<file path="config.mk">
export PLATFORM = sky130hd
export DESIGN_NAME = iob_plic_claim_master
export DESIGN_NICKNAME = d
export VERILOG_FILES = /design/src/rtl/iob_plic_claim_master_pkg.sv /design/src/rtl/iob_prio_enc.sv /design/src/rtl/iob_plic_claim_master.sv
export SDC_FILE = /design/constraint.sdc
export NUM_CORES = 1
export LEC_CHECK = 0
export BUFFER_PORTS_ARGS = -buffer_cell sky130_fd_sc_hd__buf_2
export CAP_MARGIN = 40
export CORE_ASPECT_RATIO = 0.6
export CORE_MARGIN = 1
export CORE_UTILIZATION = 37
export CTS_BUF_LIST = sky130_fd_sc_hd__clkbuf_16
export DETAILED_ROUTE_END_ITERATION = 12
export MAX_ROUTING_LAYER = met4
export PLACE_DENSITY = 0.81
export SLEW_MARGIN = 20
export SYNTH_ARGS = -nofsm -noshare
export SYNTH_HDL_FRONTEND = slang
export SYNTH_SLANG_ARGS = --single-unit
</file>
<file path="constraint.sdc">
create_clock -name clk -period 1.63 [get_ports clk]
set_input_delay 0.163 -clock clk [delete_from_list [all_inputs] [get_ports clk]]
set_output_delay 0.163 -clock clk [all_outputs]
set_load 0.02 [all_outputs]
</file>
<file path="src/rtl/iob_plic_claim_master_pkg.sv">
// Shared types and constants for the PLIC claim master.
// The state encoding, wstrb fill values and counter widths live here.
package iob_plic_claim_master_pkg;

  typedef enum logic [2:0] {
    ST_IDLE     = 3'd0,
    ST_CLAIM    = 3'd1,
    ST_DELIVER  = 3'd2,
    ST_SERVICE  = 3'd3,
    ST_COMPLETE = 3'd4,
    ST_HOLD     = 3'd5
  } state_t;

  // Per-byte strobe fill: reads strobe nothing, writes strobe every byte.
  localparam logic STRB_RD = 1'b0;
  localparam logic STRB_WR = 1'b1;

  localparam int SPUR_W = 8;
  localparam int HOLD_W = 4;

  function automatic int tgt_width(input int n);
    return (n > 1) ? $clog2(n) : 1;
  endfunction

endpackage

</file>
<file path="src/rtl/iob_prio_enc.sv">
// Lowest-index-wins priority encoder: binary index of the lowest set request
// bit plus an any-request flag.
module iob_prio_enc #(
  parameter int N     = 2,
  parameter int IDX_W = 1
) (
  input  logic [N-1:0]     req,
  output logic [IDX_W-1:0] idx,
  output logic             any
);

  // Scanning downward lets the lowest set bit overwrite any higher one.
  always_comb begin
    idx = '0;
    any = 1'b0;
    for (int i = N - 1; i >= 0; i--) begin
      if (req[i]) begin
        idx = IDX_W'(i);
        any = 1'b1;
      end
    end
  end

endmodule

</file>
<file path="src/rtl/iob_plic_claim_master.sv">
// IOb bus initiator that claims PLIC interrupts for a CPU-less consumer,
// offers the ID over valid/ready and writes it back to complete it.
module iob_plic_claim_master
  import iob_plic_claim_master_pkg::*;
#(
  parameter int              ADDR_W     = 16,
  parameter int              DATA_W     = 32,
  parameter int              TARGETS    = 2,
  parameter int              ID_W       = 4,
  parameter logic [ADDR_W-1:0] CLAIM_BASE = 16'h0104,
  parameter logic [ADDR_W-1:0] TGT_STRIDE = 16'h0008,
  parameter int              HOLDOFF    = 2
) (
  input  logic                          clk,
  input  logic                          rst,
  input  logic [TARGETS-1:0]            meip,
  output logic                          valid,
  output logic [ADDR_W-1:0]             address,
  output logic [DATA_W-1:0]             wdata,
  output logic [DATA_W/8-1:0]           wstrb,
  input  logic [DATA_W-1:0]             rdata,
  input  logic                          ready,
  output logic                          id_valid,
  input  logic                          id_ready,
  output logic [ID_W-1:0]               irq_id,
  output logic [tgt_width(TARGETS)-1:0] irq_tgt,
  input  logic                          done,
  output logic                          busy,
  output logic [SPUR_W-1:0]             spurious_cnt
);

  localparam int TGT_W = tgt_width(TARGETS);

  state_t              state;
  state_t              next_state;
  logic [HOLD_W-1:0]   hold_cnt;
  logic [TGT_W-1:0]    sel_idx;
  logic                sel_any;
  logic [ID_W-1:0]     claim_id;
  logic [ADDR_W-1:0]   tgt_addr;
  logic                unused_rdata;

  assign claim_id     = rdata[ID_W-1:0];
  assign unused_rdata = ^rdata[DATA_W-1:ID_W];
  assign tgt_addr     = CLAIM_BASE + ADDR_W'(irq_tgt) * TGT_STRIDE;
  assign busy         = (state != ST_IDLE);

  iob_prio_enc #(
    .N     (TARGETS),
    .IDX_W (TGT_W)
  ) u_prio_enc (
    .req (meip),
    .idx (sel_idx),
    .any (sel_any)
  );

  always_ff @(posedge clk) begin
    if (rst) begin
      state <= ST_IDLE;
    end else begin
      state <= next_state;
    end
  end

  // Bus and handshake outputs decode straight from state, so they are held
  // for as long as the FSM waits and drop on the edge that leaves the state.
  always_comb begin
    next_state = state;
    valid      = 1'b0;
    address    = '0;
    wdata      = '0;
    wstrb      = '0;
    id_valid   = 1'b0;
    case (state)
      ST_IDLE: begin
        if (hold_cnt == '0 && sel_any) begin
          next_state = ST_CLAIM;
        end
      end
      ST_CLAIM: begin
        valid   = 1'b1;
        address = tgt_addr;
        wstrb   = {(DATA_W/8){STRB_RD}};
        if (ready) begin
          next_state = (claim_id != '0) ? ST_DELIVER : ST_HOLD;
        end
      end
      ST_DELIVER: begin
        id_valid = 1'b1;
        if (id_ready) begin
          next_state = ST_SERVICE;
        end
      end
      ST_SERVICE: begin
        if (done) begin
          next_state = ST_COMPLETE;
        end
      end
      ST_COMPLETE: begin
        valid   = 1'b1;
        address = tgt_addr;
        wdata   = DATA_W'(irq_id);
        wstrb   = {(DATA_W/8){STRB_WR}};
        if (ready) begin
          next_state = ST_HOLD;
        end
      end
      ST_HOLD: begin
        if (hold_cnt == '0) begin
          next_state = ST_IDLE;
        end
      end
      default: next_state = ST_IDLE;
    endcase
  end

  // Loaded on entry to HOLD; HOLD exits once it reads zero, so HOLDOFF=0
  // still spends one cycle there.
  always_ff @(posedge clk) begin
    if (rst) begin
      hold_cnt <= '0;
    end else if (state != ST_HOLD && next_state == ST_HOLD) begin
      hold_cnt <= HOLD_W'(HOLDOFF);
    end else if (state == ST_HOLD && hold_cnt != '0) begin
      hold_cnt <= hold_cnt - 1'b1;
    end
  end

  always_ff @(posedge clk) begin
    if (rst) begin
      irq_tgt      <= '0;
      irq_id       <= '0;
      spurious_cnt <= '0;
    end else begin
      if (state == ST_IDLE && next_state == ST_CLAIM) begin
        irq_tgt <= sel_idx;
      end
      if (state == ST_CLAIM && ready) begin
        irq_id <= claim_id;
        if (claim_id == '0 && spurious_cnt != '1) begin
          spurious_cnt <= spurious_cnt + 1'b1;
        end
      end
    end
  end

endmodule

</file>
==> summary.txt, run 1 <==
Pwr
  – Lkg Pwr: 0.851 nW
  – Sequential Power Share: 34.9%
  – Sw power: 0.514 mW
  – Int Pwr: 1.03 mW
  – Gate power share: 33.0%
  – Max rail drop VDD: slightly below 500 uV
  – Clock power share: 32.1%
  – Switching Share: 33.2%
  – PwrDens: 834 mW/mm^2

Detailed routing
  – Drt drc: 0
  – Post-DR vias/cell: 4.74
  – Routed len/inst: 12.1 microns
  – Via count: ~1300
  – Final ANT Viol Nets: 0
  – 1st-iter DRT viols: 34
  – Drt total wl: 3260 microns
  – Drt pass-1 iters: 4

Logic synthesis
  – Top post-synthesis cells by area: dfxtp_1, buf_4, a211oi_1, mux2i_1, nor2_1
  – Area leader, netlist: dfxtp_1
  – Seq cells post-synth: 20
  – Ys async rst share: 0%
  – Post-Synthesis Cell Area: 0.00148 sq mm
  – Synth top area share: a little over a quarter
  – Count leader, synth: buf_4
  – Yosys warnings: 0
  – EDFF count, synth: 0
  – Cell variety after synth: 43
  – Average size of a mapped cell: approximately 8.5 sq um
  – Most used flip-flop cell after synthesis: dfxtp_1
  – Seq/Total Area, Yosys: 27.1%
  – Most frequent cells after synthesis: buf_4, dfxtp_1, nor2_1
  – Syn Inst Count: ~170

Placed design
  – Final GP Congestion: 0.813
  – Pre-CTS setup slack: -137 ps
  – Port-buffer cells: 37
  – HPWL Detailed: about 2400 microns

Status
  – Status: complete, but fails checks
  – Violated checks: negative setup slack

Global route
  – Vias in the first global route: 1108
  – Largest net degree at the start of global routing: 21
  – Total track usage: about 16%
  – Initial antenna violation count: 0
  – First-pass GRT wire length: 5050 microns
  – Total gr overflow: 0

Floorplan
  – Floorplan core area: 0.00374 sq mm
  – Die height: 50.9 microns
  – Die area: between 0.004 and 0.005 sq mm
  – Starting density of the core: 39.4%
  – Row count: 17
  – Die width: 83.5 microns
  – Io pins: 107

Timing
  – Final setup vio count: 4
  – Top achievable clock speed: 607 MHz
  – Setup TNS: -54.1 ps
  – Setup WS post-layout: -18.2 ps
  – RSZ-0062 raised after global routing: true
  – Endpoints failing hold: 0
  – Clk_skew: 6.05 ps
  – Max-slew violation count: 0
  – Clock period minus worst slack: 1650 ps
  – Final period util: 101%

Clock tree
  – Htree depth: 1
  – CTS max path bufs: 2
  – Sink Count: 20
  – TritonCTS clock tree: built
  – Num CTS Buffers: 3
  – Clk slew on worst S/H paths: 60 ps
  – Clk Tree Root Cell: clkbuf_16
  – Worst-Skew Late Latency: 250 ps

Final layout
  – FILL cells: between 300 and 400
  – Nets@finish: roughly 260
  – Diode count: 0
  – Area growth syn-to-layout: 25.9%
  – Layout cells sized above 1: a little under two fifths

Setup path
  – Crit path required time: approximately 1700 ps
  – Worst Path Class, Setup: flip-flop to flip-flop
  – Critical path startpoint category: flip-flop
  – Worst EP arrival: 1760 ps
  – Worst Path Max Fanout: 3
  – CP endpoint kind: flip-flop

Run
  – Max-cap violations: 0

Min path
  – Worst Hold Class: primary input to flip-flop
-- worst paths after layout --
path	depth (start not counted)	slack [ps]	endpoint	start
hold reg to reg	1	470	state[1]	state[2]
setup / recovery	6	-20	hold_cnt[0]	hold_cnt[0]
setup reg to reg	6	-20	hold_cnt[0]	hold_cnt[0]
hold / removal	2	110	irq_tgt	meip[0]
-- area by class of cell --
cell class | instances | area (sq um) | share of cell area [%]
Tap cell | 47 | 58.8 | 3.17
Multi-Input combinational cell | 134 | 891 | 48.0
Inverter | 7 | 30.0 | 1.62
Clock inverter | 1 | 3.75 | 0.202
Timing Repair Buffer | 57 | 385 | 20.8
Clock buffer | 3 | 75.1 | 4.04
Sequential cell | 20 | 413 | 22.2
-- flip-flops by register name, summed over array words and instances (netlist names) --
register      count
hold_cnt          4
irq_id            4
spurious_cnt      8
state             3
irq_tgt           1
-- power groups by stage --
| stage | clock network [mW] | registers, mW | logic, mW |
|---|---|---|---|
| global route | 0.535 | 0.546 | 0.551 |
| global placement | 0 | 0.548 | 0.457 |
| floorplan | 0 | 0.551 | 0.410 |
| finish | 0.497 | 0.541 | 0.510 |
| CTS | 0.511 | 0.542 | 0.492 |
| detailed placement | 0 | 0.550 | 0.463 |
-- cells by family after synthesis --
| group | after synthesis | synth area share [%] |
|---|---|---|
| buf+inv | 59 | 27.2 |
| simple gates | 47 | 20.4 |
| compound gates | 33 | 16.4 |
| flops | 20 | 27.1 |
| xor+xnor | 6 | 3.56 |
| mux | 5 | 3.39 |
| fa+ha+maj | 2 | 1.70 |
| other cells | 1 | 0.254 |
-- stage by stage --
step | instance area (sq um) | cells | hold slack (ps) | total power [mW] | utilization [%]
floorplan | 1640 | 213 | 260 | 0.961 | -
global placement | 1660 | 265 | 368 | 1.00 | 44.3
detailed placement | 1660 | 265 | 372 | 1.01 | 44.3
CTS | 1780 | 269 | 106 | 1.55 | 47.5
global route | 1860 | 269 | 113 | 1.63 | 49.6
finish | 1860 | 269 | 107 | 1.55 | 49.6
-- layer usage --
| layer | up-vias | track usage (%) | routed length, microns |
|---|---|---|---|
| met3 | 0 | 5.65 | 182 |
| met5 | - | - | 0 |
| met4 | 0 | 3.67 | 0 |
| li1 | 628 | - | - |
| met2 | 41 | 24.6 | 1530 |
| met1 | 606 | 19.5 | 1550 |
-- layout by cell type (no fill, tap or decap), drive strengths merged, types with 2 or more instances in the layout --
master,Yosys,layout
buf,50,57
conb,1,41
dfxtp,20,20
nor2,12,12
a21oi,7,7
a211oi,7,7
inv,7,6
mux2i,5,5
and2,5,5
nand3,4,4
nand2,4,4
nand2b,3,3
or3,3,3
xnor2,3,3
o21ai,3,3
xor2,3,3
clkbuf,2,3
or3b,3,3
nand4,3,3
o31ai,2,2
nor3,2,2
o2111ai,2,2
nand3b,2,2
o311ai,2,2
ha,2,2
-- critical path, stage by stage (launching register included) --
cell and delay (ps):
dfxtp_2 320, inv_2 70, ha_4 140, or3b_4 400, o32ai_4 320, a2111o_1 190
a211oi_1 80
-- repair_timing --
| item | 4_1_cts | 5_1_grt |
|---|---|---|
| hold buffers | 0 | 0 |
| pin swaps | 3 | 9 |
| buffers inserted | 0 | 1 |
| setup endpoints to repair | 13 | 16 |
| resized for setup | 12 | 25 |
(Power assumes the default switching activity.)
==> inputs of run 2 (changes only) <==
- CORE_UTILIZATION: 37 -> 36
- GPL_TIMING_DRIVEN: default -> 0
- PLACE_DENSITY: 0.81 -> 0.8
- SYNTH_HIERARCHICAL: default -> 1
==> summary.txt, run 2 <==
Status
  – Status: finished clean

Logic synthesis
  – Area leader, netlist: dfxtp_1
  – Ys async rst share: 0% (unchanged)
  – Cell variety after synth: 38 (-12%)
  – Seq/Total Area, Yosys: 27.8% (+0.61 points)
  – Syn Inst Count: 171 (-1.2%)
  – Synth top area share: 27.8% (+0.61 points)
  – Average size of a mapped cell: 8.44 sq um (-1.1%)
  – Top post-synthesis cells by area: dfxtp_1, buf_4, mux2i_1, a21oi_1, and2_1
  – Count leader, synth: buf_4
  – Most used flip-flop cell after synthesis: dfxtp_1
  – EDFF count, synth: 0 (unchanged)
  – Most frequent cells after synthesis: buf_4, dfxtp_1, a21oi_1, nor2_1
  – Seq cells post-synth: 20 (unchanged)
  – Yosys warnings: 6 (+6)
  – Post-Synthesis Cell Area: 0.00144 sq mm (-2.2%)

Pwr
  – Gate power share: 28.5% (-4.5 points)
  – Switching Share: 30.1% (-3.1 points)
  – Clock power share: 35.8% (+3.7 points)
  – Sw power: 0.435 mW (-15%)
  – PwrDens: 697 mW/mm^2 (-16%)
  – Max rail drop VDD: 387 uV (-21%)
  – Lkg Pwr: 1.06 nW (+24%)
  – Int Pwr: 1.01 mW (-2.3%)
  – Sequential Power Share: 35.7% (+0.8 points)

Detailed routing
  – 1st-iter DRT viols: 72 (+110%)
  – Via count: 1311 (+2.8%)
  – Drt drc: 0 (unchanged)
  – Post-DR vias/cell: 4.33 (-8.7%)
  – Routed len/inst: 11.0 microns (-9.3%)
  – Drt total wl: 3330 microns (+2.1%)
  – Final ANT Viol Nets: 0 (unchanged)
  – Drt pass-1 iters: 4 (unchanged)

Clock tree
  – Clk Tree Root Cell: clkbuf_16
  – Worst-Skew Late Latency: 250 ps (about the same)
  – TritonCTS clock tree: built
  – Clk slew on worst S/H paths: 60 ps (about the same)
  – Htree depth: 1 (unchanged)
  – Sink Count: 20 (unchanged)
  – Num CTS Buffers: 3 (unchanged)
  – CTS max path bufs: 2 (unchanged)

Setup path
  – Crit path required time: 1810 ps (+70 ps)
  – Critical path startpoint category: flip-flop
  – CP endpoint kind: flip-flop
  – Reg2Reg Setup Slack: 50 ps (+60 ps)
  – Worst EP arrival: 1760 ps (about the same)
  – Worst Path Class, Setup: flip-flop to flip-flop
  – Worst Path Max Fanout: 10 (+7)

Timing
  – Final period util: 97.2% (-4.0 points)
  – Setup WS post-layout: 46.2 ps (+64.4 ps)
  – Worst Max-Slew Pin Slew: 583 ps
  – Clk_skew: 2.16 ps (-3.89 ps)
  – Max-slew violation count: 0 (unchanged)
  – Top achievable clock speed: 631 MHz (+4.1%)
  – Setup TNS: 0 ps (+54.1 ps)
  – RSZ-0062 raised after global routing: true
  – Clock period minus worst slack: 1580 ps (-64.4 ps)
  – Endpoints failing hold: 0 (unchanged)
  – Relative slew margins: around 60%
  – Final setup vio count: 0 (-4)

Run
  – Max-cap violations: 0 (unchanged)

Global route
  – Met1 Use GR: 18.5% (-1.1 points)
  – Total gr overflow: 0 (unchanged)
  – Met3 usage: 4.85% (-0.81 points)
  – Grt met2 use: 24.5% (-0.064 points)
  – GR peak layer: met2
  – Initial antenna violation count: 0 (unchanged)
  – First-pass GRT wire length: 4950 microns (-1.9%)
  – Total track usage: 15.0% (-0.66 points)
  – Largest net degree at the start of global routing: 12 (-43%)
  – Vias in the first global route: 1118 (+0.90%)

Final layout
  – Area growth syn-to-layout: 43.6%
  – Biggest register: spurious_cnt
  – Diode count: 0 (unchanged)
  – Max FFs per register: 8 (unchanged)
  – Layout cells sized above 1: 48.8% (+12 points)
  – Largest registers: spurious_cnt (8), hold_cnt (4), irq_id (4)
  – Commonest cells after routing, fill and taps aside: buf_4, conb_1, buf_2, dfxtp_1
  – Commonest non-fill, non-tap cell in the layout: buf_4
  – Nets@finish: 298 (+13%)
  – FILL cells: 352 (-1.1%)

Floorplan
  – Io pins: 107 (unchanged)
  – Die width: 83.7 microns (+0.25%)
  – Starting density of the core: 38.5% (-0.87 points)
  – Floorplan core area: 0.00374 sq mm (unchanged)
  – Die height: 51.0 microns (+0.25%)
  – Die area: 0.00427 sq mm (+0.50%)
  – Row count: 17 (unchanged)

Placed design
  – Port-buffer cells: 37 (unchanged)
  – HPWL Detailed: 2410 microns (-1.2%)
  – Final GP Congestion: 0.838 (+3.1%)
  – Pre-CTS setup slack: -144 ps (-6.88 ps)

Min path
  – Worst Hold Class: primary input to flip-flop
## run 2: logic make-up (layout without fill, tap and decap cells)
group / Yosys count / in the layout / synth area share (%)
AO/OA/AOI/OAI: 26 / 26 / 11.4
XOR/XNOR: 2 / 2 / 1.21
adder cells (fa/ha/maj): 2 / 2 / 1.73
buffers and inverters: 59 / 104 / 28.1
flip-flops: 20 / 20 / 27.8
multiplexers: 6 / 6 / 4.16
other: 1 / 41 / 0.260
AND/OR/NAND/NOR: 55 / 55 / 25.4
## run 2: metal layers
metal  part of all wire [%]  up-vias  wire, microns
met4                      0        0              0
met3                    6.2        0            205
met1                     47      585           1550
li1                       -      679              -
met5                      0        -              0
met2                     47       47           1570
## run 2: metrics by stage
| step | hold WS (ps) | utilization (%) | instance area (sq um) | total power [mW] | instances |
|---|---|---|---|---|---|
| after global routing | 215 | 55.3 | 2070 | 1.50 | 303 |
| after CTS | 192 | 53.2 | 1990 | 1.43 | 302 |
| final | 190 | 55.3 | 2070 | 1.44 | 303 |
| after global placement | 447 | 49.4 | 1850 | 0.908 | 295 |
| after detailed placement | 470 | 49.4 | 1850 | 0.912 | 295 |
| after floorplan | 310 | - | 1610 | 0.843 | 211 |
## run 2: path summary, 6_finish.rpt
check,start,to,depth (start not counted)
worst max-delay path,spurious_cnt[2],spurious_cnt[1],5
worst min-delay path,rst,hold_cnt[0],3
worst max register to register,spurious_cnt[2],spurious_cnt[1],5
worst min register to register,spurious_cnt[5],spurious_cnt[5],2
## run 2: layout make-up
type                    instances  area, sq um  area share (%)
repair buffers                 42          226            10.9
flip-flops and latches         20          414            20.0
plain buffers                  52          390            18.8
well taps                      47         58.8            2.84
clock inverters                 1         3.75           0.181
multi-input cells             132          881            42.5
inverters                       6         22.5            1.09
clock buffers                   3         75.1            3.62
## run 2: power groups by stage
stage	clock (mW)	combinational (mW)	sequential, mW
floorplan	0	0.310	0.533
global placement	0	0.383	0.525
detailed placement	0	0.387	0.525
CTS	0.513	0.400	0.517
global route	0.539	0.442	0.518
finish	0.517	0.412	0.516
## run 2: repair_timing
action	4_1_cts	5_1_grt
hold buffers	0	0
cloned	0	0
endpoints found under the setup margin	21	16
pin swaps	9	3
buffers inserted	4	1
gates resized for setup	17	22
hold endpoints to repair	0	0
## run 2: critical path, cell delays in order, from the launching register on
cell      delay [ps]
dfxtp_2          360
and4_4           170
and4_4           200
clkbuf_8         160
or3b_2           470
a21oi_2          140
